`src/rtl/inst_fetch_ctrl.sv`:
```
// Instruction-fetch controller: owns the PC, drives a 1-cycle-latency ROM and
// delivers one instruction per cycle to IF/ID through a 1-entry skid buffer.
module inst_fetch_ctrl #(
    parameter logic [31:0] RESET_PC       = 32'h00400000,
    parameter logic [31:0] RAM_BASE       = 32'h00400000,
    parameter int          RAM_ADDR_WIDTH = 9
) (
    input  logic        clk,
    input  logic        reset,
    input  logic        stall,
    input  logic        redirect_valid,
    input  logic [31:0] redirect_pc,
    output logic        imem_req,
    output logic [31:0] imem_addr,
    input  logic [31:0] imem_rdata,
    output logic        if_valid,
    output logic [31:0] if_pc,
    output logic [31:0] if_inst,
    output logic        if_fault,
    output logic [1:0]  o_dbg_state
);

    typedef enum logic [1:0] {
        ST_BOOT = 2'd0,
        ST_RUN  = 2'd1,
        ST_HALT = 2'd2
    } state_t;

    localparam logic [32:0] RAM_END = {1'b0, RAM_BASE} + (33'd4 << RAM_ADDR_WIDTH);

    state_t      r_state;
    logic [31:0] r_pc;
    logic        r_inflight;
    logic [31:0] r_inflight_pc;
    logic        r_skid_valid;
    logic [31:0] r_skid_pc;
    logic [31:0] r_skid_inst;
    logic        r_skid_fault;
    logic        r_if_valid;
    logic [31:0] r_if_pc;
    logic [31:0] r_if_inst;
    logic        r_if_fault;

    logic        w_legal;
    logic [1:0]  w_occ;
    logic        w_consume;
    logic        w_room;
    logic        w_issue_ok;
    logic        w_req;
    logic        w_fault;
    logic        w_arr_valid;
    logic [31:0] w_arr_pc;
    logic [31:0] w_arr_inst;
    logic        w_arr_fault;
    logic        w_out_load;

    // Handshake: the IF output is a valid/stall pair; an entry is taken by ID
    // on any edge where if_valid=1 and stall=0, otherwise it holds unchanged.
    assign w_legal     = (r_pc[1:0] == 2'b00) && (r_pc >= RAM_BASE) && ({1'b0, r_pc} < RAM_END);
    assign w_occ       = {1'b0, r_if_valid} + {1'b0, r_skid_valid} + {1'b0, r_inflight};
    assign w_consume   = r_if_valid & ~stall;
    assign w_room      = (w_occ - {1'b0, w_consume}) < 2'd2;
    assign w_issue_ok  = (r_state == ST_RUN) & ~redirect_valid & w_room;
    assign w_req       = w_issue_ok & w_legal;
    // A fault waits for the in-flight response so program order is kept.
    assign w_fault     = w_issue_ok & ~w_legal & ~r_inflight;

    assign w_arr_valid = r_inflight | w_fault;
    assign w_arr_pc    = r_inflight ? r_inflight_pc : r_pc;
    assign w_arr_inst  = r_inflight ? imem_rdata : 32'd0;
    assign w_arr_fault = ~r_inflight;
    assign w_out_load  = ~r_if_valid | ~stall;

    always_ff @(posedge clk) begin
        if (reset) begin
            r_state       <= ST_BOOT;
            r_pc          <= RESET_PC;
            r_inflight    <= 1'b0;
            r_inflight_pc <= 32'd0;
            r_skid_valid  <= 1'b0;
            r_skid_pc     <= 32'd0;
            r_skid_inst   <= 32'd0;
            r_skid_fault  <= 1'b0;
            r_if_valid    <= 1'b0;
            r_if_pc       <= 32'd0;
            r_if_inst     <= 32'd0;
            r_if_fault    <= 1'b0;
        end else if (redirect_valid) begin
            r_state      <= ST_RUN;
            r_pc         <= redirect_pc;
            r_inflight   <= 1'b0;
            r_skid_valid <= 1'b0;
            r_if_valid   <= 1'b0;
        end else begin
            case (r_state)
                ST_BOOT: r_state <= ST_RUN;
                ST_RUN:  if (w_fault) r_state <= ST_HALT;
                ST_HALT: r_state <= ST_HALT;
                default: r_state <= ST_BOOT;
            endcase

            r_inflight <= w_req;
            if (w_req) begin
                r_pc          <= r_pc + 32'd4;
                r_inflight_pc <= r_pc;
            end

            if (w_out_load) begin
                if (r_skid_valid) begin
                    r_if_valid   <= 1'b1;
                    r_if_pc      <= r_skid_pc;
                    r_if_inst    <= r_skid_inst;
                    r_if_fault   <= r_skid_fault;
                    r_skid_valid <= w_arr_valid;
                    if (w_arr_valid) begin
                        r_skid_pc    <= w_arr_pc;
                        r_skid_inst  <= w_arr_inst;
                        r_skid_fault <= w_arr_fault;
                    end
                end else if (w_arr_valid) begin
                    r_if_valid <= 1'b1;
                    r_if_pc    <= w_arr_pc;
                    r_if_inst  <= w_arr_inst;
                    r_if_fault <= w_arr_fault;
                end else begin
                    r_if_valid <= 1'b0;
                end
            end else if (w_arr_valid) begin
                // Output is held: occupancy limit guarantees the skid is free.
                r_skid_valid <= 1'b1;
                r_skid_pc    <= w_arr_pc;
                r_skid_inst  <= w_arr_inst;
                r_skid_fault <= w_arr_fault;
            end
        end
    end

    assign imem_req    = w_req;
    assign imem_addr   = r_pc;
    assign if_valid    = r_if_valid;
    assign if_pc       = r_if_pc;
    assign if_inst     = r_if_inst;
    assign if_fault    = r_if_fault;
    assign o_dbg_state = r_state;

endmodule

```
`config.mk`:
```
export PLATFORM = sky130hd
export DESIGN_NAME = inst_fetch_ctrl
export DESIGN_NICKNAME = d
export VERILOG_FILES = /design/src/rtl/inst_fetch_ctrl.sv
export SDC_FILE = /design/constraint.sdc
export NUM_CORES = 1
export LEC_CHECK = 0
export CORE_MARGIN = 3
export CORE_UTILIZATION = 30
export CTS_CLUSTER_SIZE = 14
export DETAILED_ROUTE_END_ITERATION = 10
export HOLD_SLACK_MARGIN = 0.15
export SETUP_SLACK_MARGIN = 0.02
export SLEW_MARGIN = 20
export SYNTH_ARGS = -nofsm -noshare
export SYNTH_HDL_FRONTEND = slang
export SYNTH_SLANG_ARGS = --single-unit
```
`constraint.sdc`:
```
create_clock -name clk -period 4.9 [get_ports clk]
set_input_delay 0.49 -clock clk [delete_from_list [all_inputs] [get_ports clk]]
set_output_delay 0.49 -clock clk [all_outputs]
set_load 0.02 [all_outputs]
```
# Yosys cells after proc, flatten, opt, wreduce, memory -nomap -nowiden
# Index checks and enable logic that the tools add are counted.
# word_totals
register_bits,199
input_bits,68
out_inout_bits,101
elab_cells,76
# classes
add_sub_neg,4
n_lt_le_gt_ge,3
eq_ne,5
n_mux,27
n_bitwise,13
n_reduce_logical,11
# op_table
cell,n
32-bit two-way mux,14
"32-bit by 3-bit adder with 32-bit output, second input constant",1
"32-bit by 23-bit >= comparator with 1-bit output, second input constant",1
"32-bit by 23-bit less-than comparator with 1-bit output, second input constant",1
1-bit two-way mux,11
1-bit bitwise AND,6
2-bit one-hot mux with 3 select lines,1
2-bit nonzero test,3
1-bit NOT,5
2-bit logical NOT,2
"2-bit != test, second input constant",2
2-bit AND reduction,2
"3-bit != test, second input constant",1
3-bit AND reduction,1
1-bit by 1-bit adder with 2-bit output,1
2-bit by 1-bit adder with 2-bit output,1
"2-bit by 1-bit equality test with 1-bit output, second input constant",1
"2-bit equality test, second input constant",1
1-bit logical AND,2
"2-bit less-than comparator, second input constant",1
2-bit two-way mux,1
1-bit OR,2
2-bit OR reduction,1
2-bit by 1-bit subtractor with 2-bit output,1

# Longest topological paths before layout
# Gate-level depths: netlist (run 1).
# depth
depth_word,11
ltp_mapped,12
depth_no_buf,9

# Worst setup path after synthesis (run 1)
# No wires, ideal clock.
# synth_timing
kind,register -> register
startpoint,reg r_if_valid (netlist: if_valid)
endpoint,reg r_pc[21] (netlist: imem_addr[21])
setup_ns,0.117
t_arrival_ns,2.691
required_ns,4.783
slack_ns,2.092
stages_incl_launch_ff,12
path_cell_list,dfxtp_1 > nor2b_1 > ha_1 > inv_1 > ha_1 > a21oi_1 > xnor2_1 > o41a_1 > o31a_1 > buf_2 > buf_6 > a22o_1
# synth_between
elab_chain_len,7
# synth_rtl
element,line,text
"start, declared",39,logic r_if_valid;
"start signal, assigned",84,r_if_valid <= 1'b0;
"start signal, assigned",93,r_if_valid <= 1'b0;
"start signal, assigned",110,r_if_valid <= 1'b1;
1-bit by 1-bit adder with 2-bit output,60,"assign w_occ = {1'b0, r_if_valid} + {1'b0, r_skid_valid} + {1'b0, r_inflight};"
2-bit by 1-bit adder with 2-bit output,60,
2-bit by 1-bit subtractor with 2-bit output *,62,"assign w_room = (w_occ - {1'b0, w_consume}) < 2'd2;"
2-bit less-than comparator *,62,
1-bit bitwise AND *,63,assign w_issue_ok = (r_state == ST_RUN) & ~redirect_valid & w_room;
1-bit bitwise AND *,64,assign w_req = w_issue_ok & w_legal;
2-bit nonzero test (no line) *,n/a,
"end signal, assigned",90,r_pc <= redirect_pc;
"end signal, assigned",104,r_pc <= r_pc + 32'd4;
"end, declared",32,logic [31:0] r_pc;
# Every way passes the cells marked *; elsewhere a longest branch is shown, timed or not.
# A chain may end at the register's enable or synchronous reset.

# Final worst setup path (run 1)
# layout_timing
startpoint,in stall
endpoint,out imem_req
# layout_between
elab_chain_len,6
# layout_rtl
element,line,text
"start, declared",10,"input logic stall,"
1-bit NOT,61,assign w_consume = r_if_valid & ~stall;
1-bit bitwise AND,61,
2-bit by 1-bit subtractor with 2-bit output,62,
2-bit less-than comparator,62,
1-bit bitwise AND,63,
1-bit bitwise AND,64,
"end, declared",13,"output logic imem_req,"
# Every way passes these cells.

==> metrics, run 1 <==
status=finished, final reports clean; routability congestion estimate=roughly 0.79; DP Worst Slack=slightly above 900 ps; total power=3.55 mW; share of cells above drive strength 1=between 8 and 9%; # placed instances=1483; VDD IR max=approximately 0.2 mV; crit path DAT=3470 ps; Finish-stage setup viols=0; Core ar.=approximately 0.029 mm^2; Pint=2.62 mW; fin crit share=80.9%; TritonCTS buffer count=17; wire per inst=17.4 um; Boundary Pins=169; die extent in y=roughly 180 um; clock buffer depth=2; final net count=1192; drt pass-1 iters=5; depth of the most critical reg-to-reg path=9; Fin Hold WS=406 ps; CTS tree=done; Reg clk slew, reported paths=approximately 80 ps; placed cell area=0.0107 mm^2; Critical-path top delay cell=mux2i_1; launching point of the worst reg2reg path=r_inflight; Cell Pwr Density=between 300 and 400 mW/mm^2; Peak Freq=252 MHz; area grow syn2layout=29.0%; Switch Pwr=0.937 mW; YS warnings=0; Worst Path Required=4410 ps; CP Class=primary input to output pin; Post-CTS Hold Buffers=0; total die area=0.0314 mm^2; Hold Path End=r_skid_inst[30]; clock network fraction of total power=42.8%; synthesized area per cell=8.69 um^2; Clock Latency Late Sink=440 ps; Tot GR Track Use=between 10% and 20%; Lkg Pwr=3.64 nW; number of distinct library cells after synthesis=57; Final Hold Fails=0; Reg power frac=between 40% and 50%; ys flop type=dfxtp_1; non-filler instance count after layout=around 1500; post-CTS sizing=0; worst hold path class=primary input to register; Core Util, Final=39.4%; Initial DRC Count=532; Reg2Reg Capture Point=r_skid_pc[24]; vias per cell=5.14; clock tree root buffer cell=clkbuf_16; final WL=26400 um; Ant. Diodes=0; TNS Setup=0 ps; post-layout min period=around 4000 ps; Synthesized Nets=1086; die width=about 180 um; port buffer count=about 170; final instance area=0.0113 mm^2; max-slew violation count=0; Worst Hold Path Cells=2; hold_sp=reset; Max-slew headroom=between 20 and 30%; number of synthesized register bits=199; Cell Chain, Critical Path=clkdlybuf4s50_1, nor2b_1, ha_1, inv_1, ha_1, a21oi_1, mux2i_1, nor2_1, clkdlybuf4s50_1; remaining antenna violation count=0; # DRC=0; CP Max Fanout=4; Seq/Total Area, Yosys=45.3%; total gr overflow=0; max cap viols=0; final setup margin=936 ps; routed via count=slightly below 8000; Post-Syn Area=0.00880 mm^2; cell row count=62; cell count after synthesis=~1000; switching share of power=26.4%; Largest stage delay, worst path=600 ps; CP Capture Type=output pin; Post-synth EDFFs=0; RSZ-0062 raised after global routing=false; Synth async-reset ratio=0%; Setup Skew=roughly 14 ps; initial antenna violation count=2; CTS H-Tree Depth=4; Post-CTS Setup Inserts=0; Starting Density=30.6%; Comb pwr share=10.0%; worst slew pin tran=1080 ps; first-pass GRT wire length=~41000 um; clk sinks=199; Worst setup SP type=primary input; vias in the first global route=7291; largest net degree at the start of global routing=between 90 and 100; Post-DP HPWL=about 17000 um; Reg2Reg Setup Slack=1530 ps
## layer usage
layer	GRT usage, %	vias to the layer above	wire, um	part of all wire, %
met5	0	-	27	0.10
met3	3.95	31	1420	5.4
met2	26.1	198	12200	46
li1	-	3878	-	-
met1	22.9	3681	12300	47
met4	4.58	4	428	1.6
## power groups by stage
stage | clock, mW | combinational, mW | sequential, mW
2_1_floorplan | 0 | 0.157 | 1.73
3_3_place_gp | 0 | 0.355 | 1.71
3_5_place_dp | 0 | 0.357 | 1.71
4_1_cts | 1.57 | 0.358 | 1.67
6_report | 1.52 | 0.357 | 1.67
5_1_grt | 1.62 | 0.384 | 1.68
## flip-flops by register name, indices dropped and copies added (netlist names)
signal,count
if_inst,32
if_pc,32
imem_addr,32
r_inflight_pc,32
r_skid_inst,32
r_skid_pc,32
o_dbg_state,2
if_fault,1
if_valid,1
r_inflight,1
r_skid_fault,1
r_skid_valid,1
## critical path: cells and delay by family
| kind | cells | cell delay, ps |
|---|---|---|
| buffers and inverters | 3 | 1220 |
| muxes | 1 | 600 |
| adders and majority gates | 2 | 530 |
| AOI/OAI and AO/OA | 1 | 340 |
| and+or+nand+nor | 2 | 280 |
## kinds of logic after synthesis
| group | Yosys count | share of synthesized area [%] |
|---|---|---|
| simple gates | 358 | 19.3 |
| compound gates | 292 | 23.5 |
| flops | 199 | 45.3 |
| buf+inv | 108 | 5.52 |
| mux | 48 | 5.49 |
| fa+ha+maj | 6 | 0.853 |
| xor+xnor | 1 | 0.0996 |
## cell usage after synthesis, drive strengths merged, types with 4 or more instances
| cell | count | area, um^2 |
|---|---|---|
| nand2 | 110 | 413 |
| inv | 9 | 33.8 |
| o21ai | 36 | 184 |
| clkbuf | 68 | 255 |
| nand3 | 68 | 340 |
| a31oi | 6 | 37.5 |
| nor2 | 88 | 333 |
| and2 | 24 | 150 |
| buf | 30 | 193 |
| ha | 6 | 75.1 |
| dfxtp | 199 | 3980 |
| a21boi | 4 | 30.0 |
| nor3 | 7 | 40.0 |
| a21oi | 104 | 521 |
| nand4 | 36 | 225 |
| a22o | 18 | 158 |
| a211oi | 36 | 420 |
| nor4 | 5 | 43.8 |
| o211ai | 37 | 283 |
| mux2i | 46 | 460 |
| o31ai | 33 | 248 |
## placed cells by master, fill, tap and decap left out, types with 3 or more instances in the layout
cell type	n
a211oi_1	6
a211oi_2	30
a21boi_0	4
a21oi_1	103
a221oi_1	3
a22o_1	18
a311oi_1	3
a31oi_1	6
and2_1	24
buf_4	16
bufinv_16	3
clkbuf_16	17
clkdlybuf4s50_1	167
dfxtp_1	197
ha_1	6
inv_1	9
inv_6	8
mux2i_1	46
nand2_1	110
nand3_1	68
nand4_1	36
nor2_1	86
nor3_1	6
nor4_1	3
nor4b_1	3
o211ai_1	36
o21ai_0	34
o31ai_1	33
## worst max path at each step
stage | from | end | depth (start not counted)
floorplan | if_valid | imem_addr[21] | 11
global placement | stall | r_inflight_pc[29] | 11
detailed placement | stall | r_inflight_pc[28] | 11
CTS | stall | imem_req | 9
global route | stall | imem_req | 9
finish | stall | imem_req | 9
## layout make-up
class                           instances  area (um^2)
Tap cell                              384          480
Clock inverter                         15          203
Multi-Input combinational cell        705         4390
Timing Repair Buffer                  185         1820
Sequential cell                       199         3990
Inverter                               10         37.5
Fill cell                            2854        17400
Clock buffer                           17          425
Power figures use the tool's default switching activity.
==> inputs of run 2 (changes only) <==
- clock period: 4.9 -> 4 ns (I/O delays scaled with it)
==> run 2 against run 1 <==
- routed wire length up 0.42%
- global-route usage down 0.13 points
- clock skew down 4.3 ps
- flip-flop and latch count unchanged
- critical endpoint unchanged
- largest cell class unchanged
==> metrics, run 2 (synthesized netlist as in run 1, its figures left out) <==
status=finished, final reports clean; routed via count=7846; Post-DP HPWL=about 17000 um; clock tree root buffer cell=clkbuf_16; CP Capture Type=output pin; CP Class=primary input to output pin; largest net degree at the start of global routing=90; met1 usage=22.8%; final setup margin=446 ps; CTS tree=done; Worst Hold Path Cells=2; Tot GR Track Use=16.5%; Worst setup SP type=primary input; fin crit share=about nine tenths; Finish-stage setup viols=0; Initial DRC Count=588; first-pass GRT wire length=41600 um; commonest non-fill, non-tap cell in the layout=dfxtp_1; Fin Hold WS=455 ps; post-layout min period=3550 ps; Post-CTS Hold Buffers=0; Worst Path Required=3600 ps; Boundary Pins=about 170; total die area=0.0314 mm^2; M2 GR Usage=26.5%; post-CTS sizing=0; remaining antenna violation count=0; wire per inst=17.4 um; share of cells above drive strength 1=between 9 and 10%; Cell Pwr Density=382 mW/mm^2; # DRC=0; final instance area=around 0.011 mm^2; drt pass-1 iters=5; CTS H-Tree Depth=4; commonest non-fill, non-tap cells in the layout=dfxtp_1, clkdlybuf4s50_1, nand2_1; port buffer count=168; initial antenna violation count=1; Ant. Diodes=0; Clock Latency Late Sink=420 ps; die width=177 um; routability congestion estimate=around 0.8; max cap viols=0; die extent in y=~180 um; RSZ-0062 raised after global routing=false; Final Hold Fails=0; max-slew violation count=0; Starting Density=30.6%; vias per cell=around 5.2; TritonCTS buffer count=17; Reg clk slew, reported paths=70 ps; DP Worst Slack=268 ps; crit path DAT=3150 ps; Max-slew headroom=35.8%; area grow syn2layout=29.9%; total power=4.36 mW; Core ar.=0.0288 mm^2; clock buffer depth=2; Lkg Pwr=3.67 nW; TNS Setup=0 ps; CP Max Fanout=13; depth of the most critical reg-to-reg path=9; Post-CTS Setup Inserts=0; VDD IR max=~0.26 mV; clk sinks=slightly below 200; Setup Skew=approximately 10 ps; most used routing layer=met2; Peak Freq=281 MHz; cell row count=62; final WL=26500 um; total gr overflow=0; final net count=1198; placed cell area=0.0108 mm^2; worst hold path class=register to register; vias in the first global route=7407; worst slew pin tran=963 ps; met3 Usage GRT=3.30%
## run 2: layout make-up
class	count	area, um^2
well taps	384	480
flip-flops and latches	199	3990
inverters	10	37.5
clock buffers	19	454
fillers	2881	17400
multi-input cells	705	4380
clock inverters	13	186
repair buffers	191	1890
## run 2: path summary, 6_finish.rpt
check	start	to	slack (ps)
worst min-delay path	r_skid_inst[8]	r_skid_inst[8]	460
worst max register to register	if_valid	r_skid_pc[11]	700
worst max-delay path	stall	imem_req	450
worst min register to register	r_skid_inst[8]	r_skid_inst[8]	460
## run 2: critical path, cell delays in order
cell	delay, ps
clkdlybuf4s50_1	590
nor2b_1	80
ha_1	270
inv_1	30
ha_1	250
a21oi_1	320
mux2i_1	120
buf_4	200
nor2_1	220
clkdlybuf4s50_1	650
## run 2: metal layers
layer	wire [um]	vias to the layer above	part of all wire [%]
li1	-	3873	-
met1	12600	3739	47
met2	12200	208	46
met3	1290	24	4.9
met4	374	2	1.4
met5	11	-	0.042
## run 2: through the flow
| stage | cells | util [%] |
|---|---|---|
| after global placement | 1489 | 37.5 |
| final | 1521 | 39.7 |
| after global routing | 1521 | 39.7 |
| after detailed placement | 1489 | 37.5 |
| after CTS | 1521 | 39.7 |
| after floorplan | 1012 | - |
## run 2: where the power goes
| part | switching [mW] | internal, mW | total [mW] |
|---|---|---|---|
| Clock | 0.824 | 1.04 | 1.87 |
| Sequential | 0.0444 | 2.01 | 2.05 |
| Combinational | 0.253 | 0.189 | 0.442 |
| Total | 1.12 | 3.24 | 4.36 |
==> inputs of run 3 (changes only) <==
--- a/config.mk
+++ b/config.mk
@@ -11,2 +11,3 @@
 export DETAILED_ROUTE_END_ITERATION = 10
+export GPL_TIMING_DRIVEN = 0
 export HOLD_SLACK_MARGIN = 0.15
--- a/constraint.sdc
+++ b/constraint.sdc
@@ -3,2 +3,2 @@
 set_output_delay 0.4 -clock clk [all_outputs]
-set_load 0.02 [all_outputs]
+set_load 0.05 [all_outputs]
==> run 3 against run 2 <==
- hold slack improved by 0.54 ps
- fmax grew 0.45%
- global-route usage increased by 2.3 points
- cell count up 4.9%
- clock power down 8%
- utilization is 0.38 points higher
- first-iteration DRC count rose by 14%
- register-to-register slack barely moved
- clock-buffer cell count unchanged
- setup slack improved by 16 ps
- critical path type is now register to output pin
- highest routed layer unchanged
==> metrics, run 3 (synthesized netlist as in run 1, its figures left out) <==
Fin Hold WS=456 ps; max-slew violation count=0; Post-CTS Hold Buffers=0; Tot GR Track Use=18.8%; switching share of power=between 20% and 30%; port buffer count=between 150 and 200; CP Class=register to output pin; # DRC=0; Final Hold Fails=0; first-pass GRT wire length=46200 um; CP endpoint=imem_req; DP Worst Slack=-61.0 ps; total gr overflow=0; Pint=3.08 mW; post-layout min period=3540 ps; initial antenna violation count=1; routability congestion estimate=0.855; Ant. Diodes=0; Cell Pwr Density=about 370 mW/mm^2; Finish-stage setup viols=0; TNS Setup=0 ps; Clock Latency Late Sink=440 ps; Reg2Reg Capture Point=r_skid_inst[1]; crit path DAT=between 3000 and 4000 ps; Worst Path Required=3600 ps; drt pass-1 iters=5; final instance area=0.0115 mm^2; Critical-path top delay cell=dfxtp_1; # placed instances=~1600; die extent in y=177 um; Core Util, Final=40.1%; max cap viols=0; area grow syn2layout=31.1%; Cell Chain, Critical Path=inv_1, ha_1, inv_1, ha_1, a21oi_1, mux2i_2, clkbuf_2, nor2_1, dlymetal6s2s_1; die width=177 um; final net count=1272; Starting Density=30.6%; CTS H-Tree Depth=4; placed cell area=roughly 0.011 mm^2; non-filler instance count after layout=1595; commonest non-fill, non-tap cell in the layout=dfxtp_1; vias in the first global route=7867; Reg clk slew, reported paths=80 ps; Comb pwr share=a little under an eighth; fin crit share=88.5%; total power=between 4 and 5 mW; clock network fraction of total power=40.1%; cell row count=62; total die area=0.0314 mm^2; depth of the most critical reg-to-reg path=11; clock tree root buffer cell=clkbuf_16; Reg2Reg Setup Slack=700 ps; Initial DRC Count=670; VDD IR max=0.279 mV; worst slew pin tran=905 ps; vias per cell=5.24; worst hold path class=register to register; CTS tree=done; routed via count=approximately 8400; remaining antenna violation count=0; clk sinks=199; status=finished, final reports clean; Worst setup SP type=register; Largest stage delay, worst path=440 ps; CP Capture Type=output pin; share of cells above drive strength 1=8.51%; TritonCTS buffer count=17; final setup margin=461 ps; launching point of the worst reg2reg path=r_inflight; Peak Freq=283 MHz; RSZ-0062 raised after global routing=false; final WL=30400 um; CP Max Fanout=10; Boundary Pins=169; commonest non-fill, non-tap cells in the layout=dfxtp_1, clkdlybuf4s50_1, nand2_1; Critical path origin=r_inflight; Switch Pwr=1.21 mW; largest net degree at the start of global routing=19; Setup Skew=14.7 ps; Lkg Pwr=between 3 and 4 nW; Reg power frac=around 48%; clock buffer depth=2; wire per inst=19.0 um; Post-DP HPWL=22100 um; Max-slew headroom=39.7%; Core ar.=0.0288 mm^2
==> run 3: cell count changes in the layout (fill, tap and decap cells not counted), moves of 2 or more <==
cell / before / now
dfxtp_1: 197 / 199
buf_6: 1 / 5
o21ai_4: 2 / 0
dfxtp_4: 2 / 0
clkbuf_1: 1 / 69
bufinv_16: 3 / 1
buf_12: 3 / 0
buf_2: 0 / 13
buf_4: 20 / 7
buf_1: 0 / 5
==> run 3: power groups by stage <==
| stage | clock network [mW] | registers (mW) | logic [mW] |
|---|---|---|---|
| finish | 1.72 | 2.05 | 0.516 |
| global route | 1.82 | 2.06 | 0.548 |
| CTS | 1.74 | 2.05 | 0.513 |
| detailed placement | 0 | 2.10 | 0.511 |
| global placement | 0 | 2.10 | 0.509 |
| floorplan | 0 | 2.19 | 0.193 |
==> run 3: area by class of cell <==
cell class	instances	area, um^2
Buffer	98	449
Clock buffer	19	433
Clock inverter	13	138
Fill cell	2895	17200
Inverter	10	37.5
Multi-Input combinational cell	705	4340
Sequential cell	199	3980
Tap cell	384	480
Timing Repair Buffer	167	1670
==> run 3: critical path: cells and delay by family, from the launching register on <==
family                     cells  cell delay (ps)
buffers and inverters          4              800
AOI/OAI and AO/OA              1              370
muxes                          1              440
DFF                            1              440
and+or+nand+nor                1               90
adders and majority gates      2              560
==> run 3: worst min-delay path by stage <==
stage,start,to,cells after the start
final,r_skid_inst[4],r_skid_inst[4],2
after global placement,r_inflight_pc[30],r_inflight_pc[30],1
after CTS,r_skid_inst[22],r_skid_inst[22],2
after global routing,r_skid_inst[7],r_skid_inst[7],2
after floorplan,r_inflight_pc[0],r_inflight_pc[0],1
after detailed placement,r_inflight_pc[11],r_inflight_pc[11],1
==> run 3: layer usage <==
metal	up-vias	track usage, %	wire, um
met2	307	30.2	13800
met3	31	4.08	2170
met5	-	0	11
met1	3982	25.9	14000
li1	4033	-	-
met4	2	4.45	419
==> run 3: timing repair <==
action	in CTS	in global routing
resized for setup	1	2
setup endpoints to repair	1	1
buffers inserted	0	0
gates cloned	0	0
